==> src/rtl/led_mode_ctrl.sv <==
// rtl/led_mode_ctrl.sv - LED owner FSM with tick prescaler and mode pushbutton
// Optional build macro LED_MODE_AUTO_EN adds automatic mode rotation every N_AUTO ticks.
module led_mode_ctrl #(
    parameter int unsigned               NB_LED     = 4,
    parameter int unsigned               NB_COUNTER = 32,
    parameter logic [NB_COUNTER-1:0]     LIMIT_0    = NB_COUNTER'((64'd1 << (NB_COUNTER - 8)) - 64'd1),
    parameter logic [NB_COUNTER-1:0]     LIMIT_1    = NB_COUNTER'((64'd1 << (NB_COUNTER - 9)) - 64'd1),
    parameter logic [NB_COUNTER-1:0]     LIMIT_2    = NB_COUNTER'((64'd1 << (NB_COUNTER - 10)) - 64'd1),
    parameter logic [NB_COUNTER-1:0]     LIMIT_3    = NB_COUNTER'((64'd1 << (NB_COUNTER - 11)) - 64'd1),
    parameter int unsigned               N_AUTO     = 8
) (
    input  logic              clock,
    input  logic              i_reset,
    input  logic              i_enable,
    input  logic [1:0]        i_speed,
    input  logic              i_dir,
    input  logic              i_btn_mode,
    input  logic [NB_LED-1:0] i_led_shift,
    input  logic [NB_LED-1:0] i_led_flash,
    output logic              o_valid_shift,
    output logic              o_valid_flash,
    output logic              o_dir,
    output logic              o_restart,
    output logic [1:0]        o_mode,
    output logic [NB_LED-1:0] o_led
);

    typedef enum logic [1:0] {
        ST_SHIFT  = 2'b00,
        ST_FLASH  = 2'b01,
        ST_SWITCH = 2'b10
    } state_t;

    state_t                  state_q;
    state_t                  target_q;
    logic [NB_COUNTER-1:0]   counter_q;
    logic [NB_COUNTER-1:0]   counter_d;
    logic [NB_COUNTER-1:0]   limit;
    logic                    tick_q;
    logic                    tick_d;
    logic [2:0]              sync_q;
    logic                    btn_evt_q;
    logic                    dir_q;
    logic                    valid_shift_q;
    logic                    valid_flash_q;
    logic                    restart_q;
    logic [NB_LED-1:0]       led_q;
    logic                    auto_evt;

    always_comb begin
        case (i_speed)
            2'd0:    limit = LIMIT_0;
            2'd1:    limit = LIMIT_1;
            2'd2:    limit = LIMIT_2;
            default: limit = LIMIT_3;
        endcase
    end

    // >= (not ==) lets a switch to a shorter period wrap at once instead of overflowing
    always_comb begin
        counter_d = counter_q;
        tick_d    = 1'b0;
        if (state_q == ST_SWITCH) begin
            counter_d = '0;
        end else if (i_enable) begin
            if (counter_q >= limit) begin
                counter_d = '0;
                tick_d    = 1'b1;
            end else begin
                counter_d = counter_q + 1'b1;
            end
        end
    end

    always_ff @(posedge clock or negedge i_reset) begin
        if (!i_reset) begin
            counter_q <= '0;
            tick_q    <= 1'b0;
            sync_q    <= '0;
            btn_evt_q <= 1'b0;
            dir_q     <= 1'b0;
        end else begin
            counter_q <= counter_d;
            tick_q    <= tick_d;
            sync_q    <= {sync_q[1:0], i_btn_mode};
            btn_evt_q <= sync_q[1] & ~sync_q[2];
            dir_q     <= i_dir;
        end
    end

`ifdef LED_MODE_AUTO_EN
    localparam int unsigned AUTO_W = $clog2(N_AUTO + 1);
    logic [AUTO_W-1:0] auto_cnt_q;

    assign auto_evt = tick_q && (state_q == ST_SHIFT || state_q == ST_FLASH)
                      && (auto_cnt_q == AUTO_W'(N_AUTO - 1));

    always_ff @(posedge clock or negedge i_reset) begin
        if (!i_reset) begin
            auto_cnt_q <= '0;
        end else if (state_q != ST_SHIFT && state_q != ST_FLASH) begin
            auto_cnt_q <= '0;
        end else if (btn_evt_q || auto_evt) begin
            auto_cnt_q <= '0;
        end else if (tick_q) begin
            auto_cnt_q <= auto_cnt_q + 1'b1;
        end
    end
`else
    assign auto_evt = 1'b0;
`endif

    // Outputs are registered alongside the state so o_mode, o_led and o_restart line up.
    // A tick landing with a mode event still goes to the owner that earned it.
    always_ff @(posedge clock or negedge i_reset) begin
        if (!i_reset) begin
            state_q       <= ST_SHIFT;
            target_q      <= ST_SHIFT;
            valid_shift_q <= 1'b0;
            valid_flash_q <= 1'b0;
            restart_q     <= 1'b0;
            led_q         <= '0;
        end else begin
            valid_shift_q <= 1'b0;
            valid_flash_q <= 1'b0;
            restart_q     <= 1'b0;
            case (state_q)
                ST_SHIFT: begin
                    valid_shift_q <= tick_q;
                    if (btn_evt_q || auto_evt) begin
                        target_q  <= ST_FLASH;
                        state_q   <= ST_SWITCH;
                        restart_q <= 1'b1;
                        led_q     <= '0;
                    end else begin
                        led_q     <= i_led_shift;
                    end
                end
                ST_FLASH: begin
                    valid_flash_q <= tick_q;
                    if (btn_evt_q || auto_evt) begin
                        target_q  <= ST_SHIFT;
                        state_q   <= ST_SWITCH;
                        restart_q <= 1'b1;
                        led_q     <= '0;
                    end else begin
                        led_q     <= i_led_flash;
                    end
                end
                ST_SWITCH: begin
                    state_q <= target_q;
                    led_q   <= (target_q == ST_FLASH) ? i_led_flash : i_led_shift;
                end
                default: begin
                    state_q <= ST_SHIFT;
                    led_q   <= i_led_shift;
                end
            endcase
        end
    end

    assign o_valid_shift = valid_shift_q;
    assign o_valid_flash = valid_flash_q;
    assign o_dir         = dir_q;
    assign o_restart     = restart_q;
    assign o_mode        = state_q;
    assign o_led         = led_q;

endmodule

==> config.mk <==
export PLATFORM = sky130hd
export DESIGN_NAME = led_mode_ctrl
export DESIGN_NICKNAME = d
export VERILOG_FILES = /design/src/rtl/led_mode_ctrl.sv
export SDC_FILE = /design/constraint.sdc
export NUM_CORES = 1
export LEC_CHECK = 0
export CAP_MARGIN = 20
export CORE_AREA = 5 5 93 78
export CTS_BUF_LIST = sky130_fd_sc_hd__clkbuf_16
export CTS_CLUSTER_SIZE = 24
export DETAILED_ROUTE_END_ITERATION = 12
export DIE_AREA = 0 0 98 83
export GPL_TIMING_DRIVEN = 0
export SETUP_SLACK_MARGIN = 0.3
export SLEW_MARGIN = 0
export SYNTH_ARGS = -nofsm -noshare
export SYNTH_HDL_FRONTEND = slang
export SYNTH_SLANG_ARGS = --single-unit
==> constraint.sdc <==
create_clock -name clock -period 3 [get_ports clock]
set_input_delay 0.6 -clock clock [delete_from_list [all_inputs] [get_ports clock]]
set_output_delay 0.6 -clock clock [all_outputs]
set_load 0.005 [all_outputs]
==> metrics.txt, run 1 <==
status completed; cts hold-fix bufs 0; Ports 25; final critical-path required period 2.58 ns; CP max stage cell clkdlybuf4s50_1; P per Cell Area 529 nW/um^2; CP cell instances clkdlybuf4s50_1 -> or2_2 -> ha_1 -> nor4_1 -> o2111a_1 -> o31ai_2 -> buf_2 -> a221oi_1; Overall Global Routing Usage 13.7%; IO Port Bufs 23; Yosys top cell by area dfrtp_1; DIE WIDTH 98 um; post-synthesis instance total 226; Fillers 580; Worst Path Required 3.17 ns; Area growth syn-to-layout 22.0%; ant diodes 0; CTS Buffer Depth 2; initial antenna violation count 0; CP Class input port to register; synthesized cell area 2390 um^2; peak supply drop 0.267 mV; final worst-path cycle share 85.9%; worst r2r src o_mode[1]$_DFFE_PN0P_; FMAX 0.388 GHz; setup TNS 0 ns; DP Wirelength 3.92 mm; largest net degree at the start of global routing 32; mux share of post-synthesis cell area 0%; hold slack final 0.251 ns; Synth top cells by count dfrtp_1, clkbuf_1, a221oi_1, and3_1, o31ai_1; post-synthesis compound-gate area fraction 21.8%; synth unique cells 47; worst hold path class input port to asynchronous set/reset pin; Slew headroom 48.0%; maxcap violations 0; initial cell density of the core 38.5%; share of cells above drive strength 1 9.69%; number of synthesized flops with an enable pin 0; Max Fanout on Critical Path 10; number of vias per cell 5.88; Worst-Margin Slew 0.775 ns; most common cell in the netlist dfrtp_1; post-route ant nets 0; GR Overflow Total 0; area of the core 6210 um^2; full die area 8130 um^2; Inserted Clock Buffers 5; Nets 276; Pleak 1.19 nW; initial drt markers 144; Clock transition at path regs 0.06 ns; row count 26; drt wl/cell 16.0 um; clock latency at the later pin of the worst-skew pair 0.29 ns; synthesized area per cell 10.6 um^2; Setup crit end kind register; Worst Skew 0.00722 ns; Mapped Nets 245; Synth Area in XOR/XNOR 2.19%; first-pass GRT wire length 9.27 mm; Startpoint Class input port; Root Driver clkbuf_16; Critical Path Start i_speed[1]; Yosys reg bits 48; post_cts resized 0; setup violators final 0; number of global-route vias before repair 1881; main combinational cell family by area after synthesis compound AO/OA/AOI/OAI gates; DRC Markers 0; gpl congestion 0.770; crit path DAT 2.75 ns; Detailed Route WL 5.46 mm; via count 2011; Slew Limit Fails 0; Synth Flop Type dfrtp_1; synth top area cells dfrtp_1, a221oi_1, o31ai_1, and3_1, a211oi_1; Post-Synth Simple-Gate Area 19.2%; CTS tree built; sequential cell area fraction in the yosys report 50.2%; share of the synthesized area in the top cell type 50.2%; H-tree depth 2; postcts setup bufs 0; Final Hold Viols 0; Initial DRT Pass Iterations 4; asr flop ratio synth 100%; Adder-Cell Fraction of Synth Area 2.09%; CP peak stage delay 0.43 ns; Sink Count 48; Yosys Warn Count 0; Die Y 83 um; RSZ-0062 raised after global routing no
-- registers in the layout, indices dropped and copies added (netlist names), 2 cells and up --
name / cells
sync_q: 3
counter_q: 32
o_mode: 2
o_led: 4
-- worst max-delay path, delay by kind of cell --
kind	cells	cell delay [ns]
buffers and inverters	2	0.64
adders and majority gates	1	0.18
and+or+nand+nor	2	0.59
AOI/OAI and AO/OA	3	0.73
-- per-stage QoR --
step                      setup WS, ns  cell area (um^2)  instances  total power, mW  utilization, %
after floorplan                  0.836              2390        226            0.819               -
after global placement         -0.0914              2730        333            0.917            43.9
after detailed placement         0.101              2750        334            0.921            44.2
after CTS                        0.389              2920        342             1.57            46.9
after global routing             0.323              2920        342             1.63            47.0
final                            0.424              2920        342             1.55            47.0
-- metal layers --
metal  GRT usage (%)  wire length (um)  vias up
met2            19.5              2390       47
li1                -                 -      952
met3            2.85               230        6
met4            4.91                92        0
met5               0                 0        -
met1            20.5              2740     1006
-- placed cells by master (no fill, tap or decap), types with 3 or more instances in the layout --
master	synthesis	routed
clkdlybuf4s50_1	0	22
a221oi_1	10	10
a22o_1	4	4
xor2_1	3	3
buf_2	3	4
o21ai_0	7	7
a21oi_1	4	4
or4_1	7	7
nor4_1	4	4
nand4_1	8	8
o221a_2	3	3
o31ai_1	9	8
a32oi_1	3	3
inv_1	7	7
nand2_1	7	7
clkbuf_1	13	13
or3_1	4	4
ha_1	4	4
a221o_1	3	3
o2111ai_1	3	3
a211oi_1	7	7
nor3_1	4	4
nor2_1	8	8
and3_1	10	10
and4_1	3	3
nand3_1	8	8
nor2b_1	5	5
clkbuf_16	0	5
xnor2_1	3	3
dfrtp_1	48	48
-- area by class of cell --
| cell class | instances | area, um^2 | area share, % |
|---|---|---|---|
| Buffer | 18 | 82.6 | 2.83 |
| Clock buffer | 5 | 125 | 4.28 |
| Clock inverter | 3 | 46.3 | 1.58 |
| Inverter | 7 | 26.3 | 0.899 |
| Multi-Input combinational cell | 153 | 1090 | 37.3 |
| Sequential cell | 48 | 1200 | 41.1 |
| Tap cell | 84 | 105 | 3.60 |
| Timing Repair Buffer | 24 | 245 | 8.39 |
-- path summary, 6_finish.rpt --
path / end / slack, ns / depth (start not counted)
setup reg to reg: counter_q[11]$_DFFE_PN0P_ / 0.62 / 5
min in group clock: sync_q[1]$_DFF_PN0_ / 0.35 / 0
hold reg to reg: sync_q[1]$_DFF_PN0_ / 0.35 / 0
hold / removal: btn_evt_q$_DFF_PN0_ / 0.25 / 1
setup / recovery: counter_q[11]$_DFFE_PN0P_ / 0.42 / 8
max in group asynchronous: counter_q[15]$_DFFE_PN0P_ / 2.24 / 2
-- where the power goes --
part	leakage, nW	internal (mW)	switching (mW)
logic	0.466	0.0904	0.0948
clock network	0.0804	0.396	0.244
registers	0.644	0.686	0.0355
total	1.19	1.17	0.374
-- cells by family after synthesis --
| family | count (synthesis) |
|---|---|
| DFF | 48 |
| xor gates and xnor gates | 6 |
| adders and majority gates | 4 |
| and+or+nand+nor | 77 |
| buffers and inverters | 25 |
| AOI/OAI and AO/OA | 66 |
Power figures use the tool's default switching activity.
==> run 2: changes to the inputs <==
Settings changed: CAP_MARGIN 20 to 5, CTS_CLUSTER_DIAMETER set to 80.
Clock period 3 ns to 3.3 ns, I/O delays scaled along.
==> run 2 against run 1 <==
Via count down 0.55%. Combinational power down 9%. Global-route usage unchanged. Utilization down 0.081 points. Sequential cell count unchanged. Register-to-register slack better by 0.29 ns. Highest routed layer unchanged.
==> metrics.txt, run 2 (synthesis gave the netlist of run 1 again) <==
initial antenna violation count 0 (unchanged); Sink Count 48 (unchanged); RSZ-0062 raised after global routing no; Max Fanout on Critical Path 10 (unchanged); full die area 8130 um^2 (unchanged); via count 2000 (-0.55%); Fillers 581 (+0.17%); GR Overflow Total 0 (unchanged); row count 26 (unchanged); FMAX 0.376 GHz; CTS tree built; crit path DAT 2.79 ns (+0.04 ns); post-layout util 46.9% (-0.081 points); multi-input logic area 1080 um^2 (-0.46%); Clock transition at path regs 0.07 ns (about the same); Slew Limit Fails 0 (unchanged); P per Cell Area 482 nW/um^2 (-8.9%); gpl congestion 0.770 (unchanged); postcts setup bufs 0 (unchanged); Final Hold Viols 0 (unchanged); setup violators final 0 (unchanged); peak supply drop 0.243 mV (-9.0%); number of global-route vias before repair 1881 (unchanged); Worst Path Required 3.43 ns (+0.26 ns); initial cell density of the core 38.5% (unchanged); commonest non-fill, non-tap cell in the layout dfrtp_1; Overall Global Routing Usage 13.7% (unchanged); Sw Share 24.2% (about the same); CP peak stage delay 0.52 ns (+0.09 ns); largest net degree at the start of global routing 32 (unchanged); Worst-Margin Slew 0.768 ns (-0.00676 ns); worst hold path class input port to asynchronous set/reset pin; Ports 25 (unchanged); Reg area 1200 um^2 (unchanged); maxcap violations 0 (unchanged); post_cts resized 0 (unchanged); status completed; ant diodes 0 (unchanged); final critical-path required period 2.66 ns; Slew headroom 48.5% (+0.45 points); IO Port Bufs 23 (unchanged); final worst-path cycle share 80.6%; number of vias per cell 5.85 (-0.55%); Setup crit end kind register; clock network fraction of design power 41.4% (about the same); Worst Skew 0.00639 ns (-0.000835 ns); Die Y 83 um (unchanged); Pleak 1.19 nW (-0.14%); cts hold-fix bufs 0 (unchanged); drt wl/cell 16.0 um (+0.29%); Detailed Route WL 5.47 mm (+0.29%); most flop-heavy register counter_q; Root Driver clkbuf_16; Initial DRT Pass Iterations 4 (unchanged); combinational share of power 12.0% (about the same); DP Wirelength 3.92 mm (unchanged); Area growth syn-to-layout 21.8%; initial drt markers 146 (+1.4%); area of the core 6210 um^2 (unchanged); first-pass GRT wire length 9.27 mm (unchanged); Inserted Clock Buffers 5 (unchanged); CP cell instances clkdlybuf4s50_1 -> or2_2 -> ha_1 -> nand4_1 -> o31ai_1 -> buf_2 -> a221oi_1; post-route ant nets 0 (unchanged); CP Class input port to register; Nets 276 (unchanged); most frequent cells in the layout dfrtp_1, clkdlybuf4s50_1, clkbuf_1, and3_1, a221oi_1; DRC Markers 0 (unchanged); Flop pwr share 46.7% (about the same); share of cells above drive strength 1 9.30% (-0.39 points); Startpoint Class input port; CP max stage cell o31ai_1; H-tree depth 2 (unchanged); Switch Pwr 340 uW (-9.0%); setup TNS 0 ns (unchanged); CTS Buffer Depth 2 (unchanged); clock latency at the later pin of the worst-skew pair 0.29 ns (about the same); max reg flops 32 (unchanged); Int Pwr 1.07 mW (-9.1%); DIE WIDTH 98 um (unchanged)
## run 2: cell counts in the layout (fill, tap and decap cells not counted)
No cell type changed its count.
## run 2: cell type report
class	instances	share of cell area, %
clock buffer	5	4.29
clock inverter	3	1.59
sequential	48	41.2
tap	84	3.60
multi-input combinational	153	37.2
buffer	18	2.83
timing repair buffer	24	8.41
inverter	7	0.901
## run 2: worst paths after layout
kind                                             end  cells after the start  slack (ns)                     start
max                        counter_q[11]$_DFFE_PN0P_                      7        0.64                i_speed[1]
min                        counter_q[17]$_DFFE_PN0P_                      1        0.31                   i_reset
max reg2reg                counter_q[11]$_DFFE_PN0P_                      7        0.91  counter_q[4]$_DFFE_PN0P_
min reg2reg                      sync_q[1]$_DFF_PN0_                      0        0.35       sync_q[0]$_DFF_PN0_
max in group asynchronous  counter_q[15]$_DFFE_PN0P_                      2        2.49                   i_reset
min in group clock               sync_q[1]$_DFF_PN0_                      0        0.35       sync_q[0]$_DFF_PN0_
## run 2: metal layers
layer  track usage [%]  routed length, um
met5                 0                  0
met4              4.91                 68
met3              2.85                285
met2              19.5               2440
met1              20.5               2680
## run 2: metrics by stage
stage / instances / hold WS [ns] / setup slack, ns / power (mW) / cell area [um^2]
after floorplan: 226 / 0.331 / 1.08 / 0.745 / 2390
after global placement: 333 / 0.334 / 0.149 / 0.833 / 2730
after detailed placement: 334 / 0.339 / 0.341 / 0.837 / 2750
after CTS: 342 / 0.322 / 0.629 / 1.43 / 2920
after global routing: 342 / 0.346 / 0.472 / 1.48 / 2920
final: 342 / 0.308 / 0.639 / 1.41 / 2920
## run 2: critical path, delay by kind of cell
family,cells,cell delay [ns]
compound gates,2,0.65
fa+ha+maj,1,0.29
simple gates,2,0.42
buf+inv,2,0.76
## run 2: power by group through the flow
| stage | Sequential, mW | Clock [mW] | Combinational [mW] |
|---|---|---|---|
| after floorplan | 0.661 | 0 | 0.0836 |
| after CTS | 0.656 | 0.599 | 0.171 |
| after global placement | 0.667 | 0 | 0.167 |
| final | 0.656 | 0.581 | 0.168 |
| after global routing | 0.663 | 0.625 | 0.189 |
| after detailed placement | 0.667 | 0 | 0.171 |
==> run 3: changes to the inputs <==
Clock period 3.3 ns to 2.6 ns, I/O delays scaled along.
==> run 3 against run 2 <==
Combinational power is 41% higher. Critical path type is now register to register. Largest cell class unchanged. Clock skew hardly changed. Global-route usage is 0.088 points higher.
==> metrics.txt, run 3 (synthesis gave the netlist of run 1 again) <==
initial drt markers 125 (-14%); final worst-path cycle share 86.3%; Ports 25 (unchanged); Inserted Clock Buffers 5 (unchanged); setup TNS 0 ns (unchanged); Root Driver clkbuf_16; GR Overflow Total 0 (unchanged); Overall Global Routing Usage 13.8% (+0.088 points); RSZ-0062 raised after global routing yes; row count 26 (unchanged); CP max stage cell or4_1; largest net degree at the start of global routing 32 (unchanged); Max Fanout on Critical Path 10 (unchanged); DRC Markers 0 (unchanged); share of cells above drive strength 1 17.1% (+7.8 points); Initial DRT Pass Iterations 4 (unchanged); Die Y 83 um (unchanged); Sink Count 48 (unchanged); Pleak 1.24 nW (+4.4%); DIE WIDTH 98 um (unchanged); Worst Skew 0.00676 ns (+0.000375 ns); H-tree depth 2 (unchanged); Worst R2R Setup Slack 0.36 ns (-0.55 ns); clock latency at the later pin of the worst-skew pair 0.29 ns (about the same); post-place setup slack -0.219 ns (-0.560 ns); Final Hold Viols 0 (unchanged); final critical-path required period 2.24 ns; Startpoint Class register; Slew Limit Fails 0 (unchanged); Area growth syn-to-layout 29.3%; RR Endpoint counter_q[21]$_DFFE_PN0P_; FMAX 0.446 GHz; Worst Path Required 2.80 ns (-0.63 ns); worst hold path class input port to asynchronous set/reset pin; multi-input logic area 1200 um^2 (+10%); Slew headroom 58.9% (+10 points); first-pass GRT wire length 9.34 mm (+0.82%); Fillers 562 (-3.3%); most flop-heavy register counter_q; initial antenna violation count 0 (unchanged); number of vias per cell 5.84 (-0.21%); number of global-route vias before repair 1912 (+1.6%); Setup crit end kind register; hold slack final 0.167 ns (-0.141 ns); setup violators final 0 (unchanged); initial cell density of the core 38.5% (unchanged); full die area 8130 um^2 (unchanged); commonest non-fill, non-tap cell in the layout dfrtp_1; Clock transition at path regs 0.07 ns (about the same); Cell Count Post-Placement 334 (unchanged); ant diodes 0 (unchanged); via count 2025 (+1.3%); CP cell instances buf_4 -> nand4_4 -> or4_1 -> clkbuf_4 -> buf_6 -> or4_4 -> a221oi_2; CTS tree built; CTS Buffer Depth 2 (unchanged); max reg flops 32 (unchanged); gpl congestion 0.770 (unchanged); DP Wirelength 3.92 mm (unchanged); post-route ant nets 0 (unchanged); Post-DP Area 2750 um^2 (unchanged); area of the core 6210 um^2 (unchanged); worst reg-to-reg path cell count 7 (unchanged); crit path DAT 2.44 ns (-0.35 ns); CP Class register to register; Detailed Route WL 5.70 mm (+4.2%); P per Cell Area 586 nW/um^2 (+22%); IO Port Bufs 23 (unchanged); CP peak stage delay 0.50 ns (-0.02 ns); drt wl/cell 16.4 um (+2.7%); maxcap violations 0 (unchanged); status completed; most frequent cells in the layout dfrtp_1, clkdlybuf4s50_1, clkbuf_1, and3_1; worst r2r src counter_q[4]$_DFFE_PN0P_; Design Area, Final 3100 um^2 (+6.2%); Reg area 1200 um^2 (+0.10%); Setup WS post-layout 0.357 ns (-0.282 ns); peak supply drop 0.293 mV (+21%); Nets 281 (+1.8%); Worst-Margin Slew 0.616 ns (-0.152 ns); fin cells 347 (+1.5%)
[run 3: how the worst max path moves through the flow]
stage	start	to	slack, ns	cells past startpoint
2_1_floorplan	counter_q[4]$_DFFE_PN0P_	counter_q[21]$_DFFE_PN0P_	0.51	7
3_3_place_gp	i_reset	counter_q[19]$_DFFE_PN0P_	-0.41	1
3_5_place_dp	i_speed[1]	counter_q[11]$_DFFE_PN0P_	-0.22	7
4_1_cts	i_speed[1]	counter_q[13]$_DFFE_PN0P_	0.30	8
5_1_grt	i_speed[1]	counter_q[23]$_DFFE_PN0P_	0.27	9
6_report	counter_q[4]$_DFFE_PN0P_	counter_q[21]$_DFFE_PN0P_	0.36	7
[run 3: critical path, delay by kind of cell, from the launching register on]
kind                   cells  cell delay [ns]
flip-flops                 1             0.32
AO/OA/AOI/OAI              1             0.23
AND/OR/NAND/NOR            3             1.10
buffers and inverters      3             0.50
[run 3: per-layer routing]
layer  wire length [um]  GRT usage [%]
met5                  0              0
met2               2510           19.8
met1               2770           20.5
met4                 79           4.91
met3                338           2.85
[run 3: area by class of cell]
class                           instances  share of cell area (%)
Buffer                                 18                    3.23
Clock buffer                            5                    4.04
Clock inverter                          3                    1.49
Inverter                                7                   0.848
Multi-Input combinational cell        153                    38.7
Sequential cell                        48                    38.8
Tap cell                               84                    3.39
Timing Repair Buffer                   29                    9.49
[run 3: per-stage QoR]
stage          power (mW)  utilization, %
6_report             1.82            49.8
3_3_place_gp         1.06            43.9
4_1_cts              1.81            47.8
3_5_place_dp         1.06            44.2
5_1_grt              1.89            49.8
2_1_floorplan       0.946               -
[run 3: power breakdown]
group / leakage (nW) / internal (mW) / switching, mW
combinational: 0.519 / 0.116 / 0.120
sequential: 0.642 / 0.791 / 0.0413
clock: 0.0804 / 0.457 / 0.289
total: 1.24 / 1.36 / 0.451
[run 3: what timing repair did]
action / CTS / global route
hold buffers: 0 / 0
setup buffers: 1 / 2
gates resized for setup: 11 / 24
endpoints found under the setup margin: 21 / 24
pin swaps: 3 / 4
gates cloned: 0 / 2
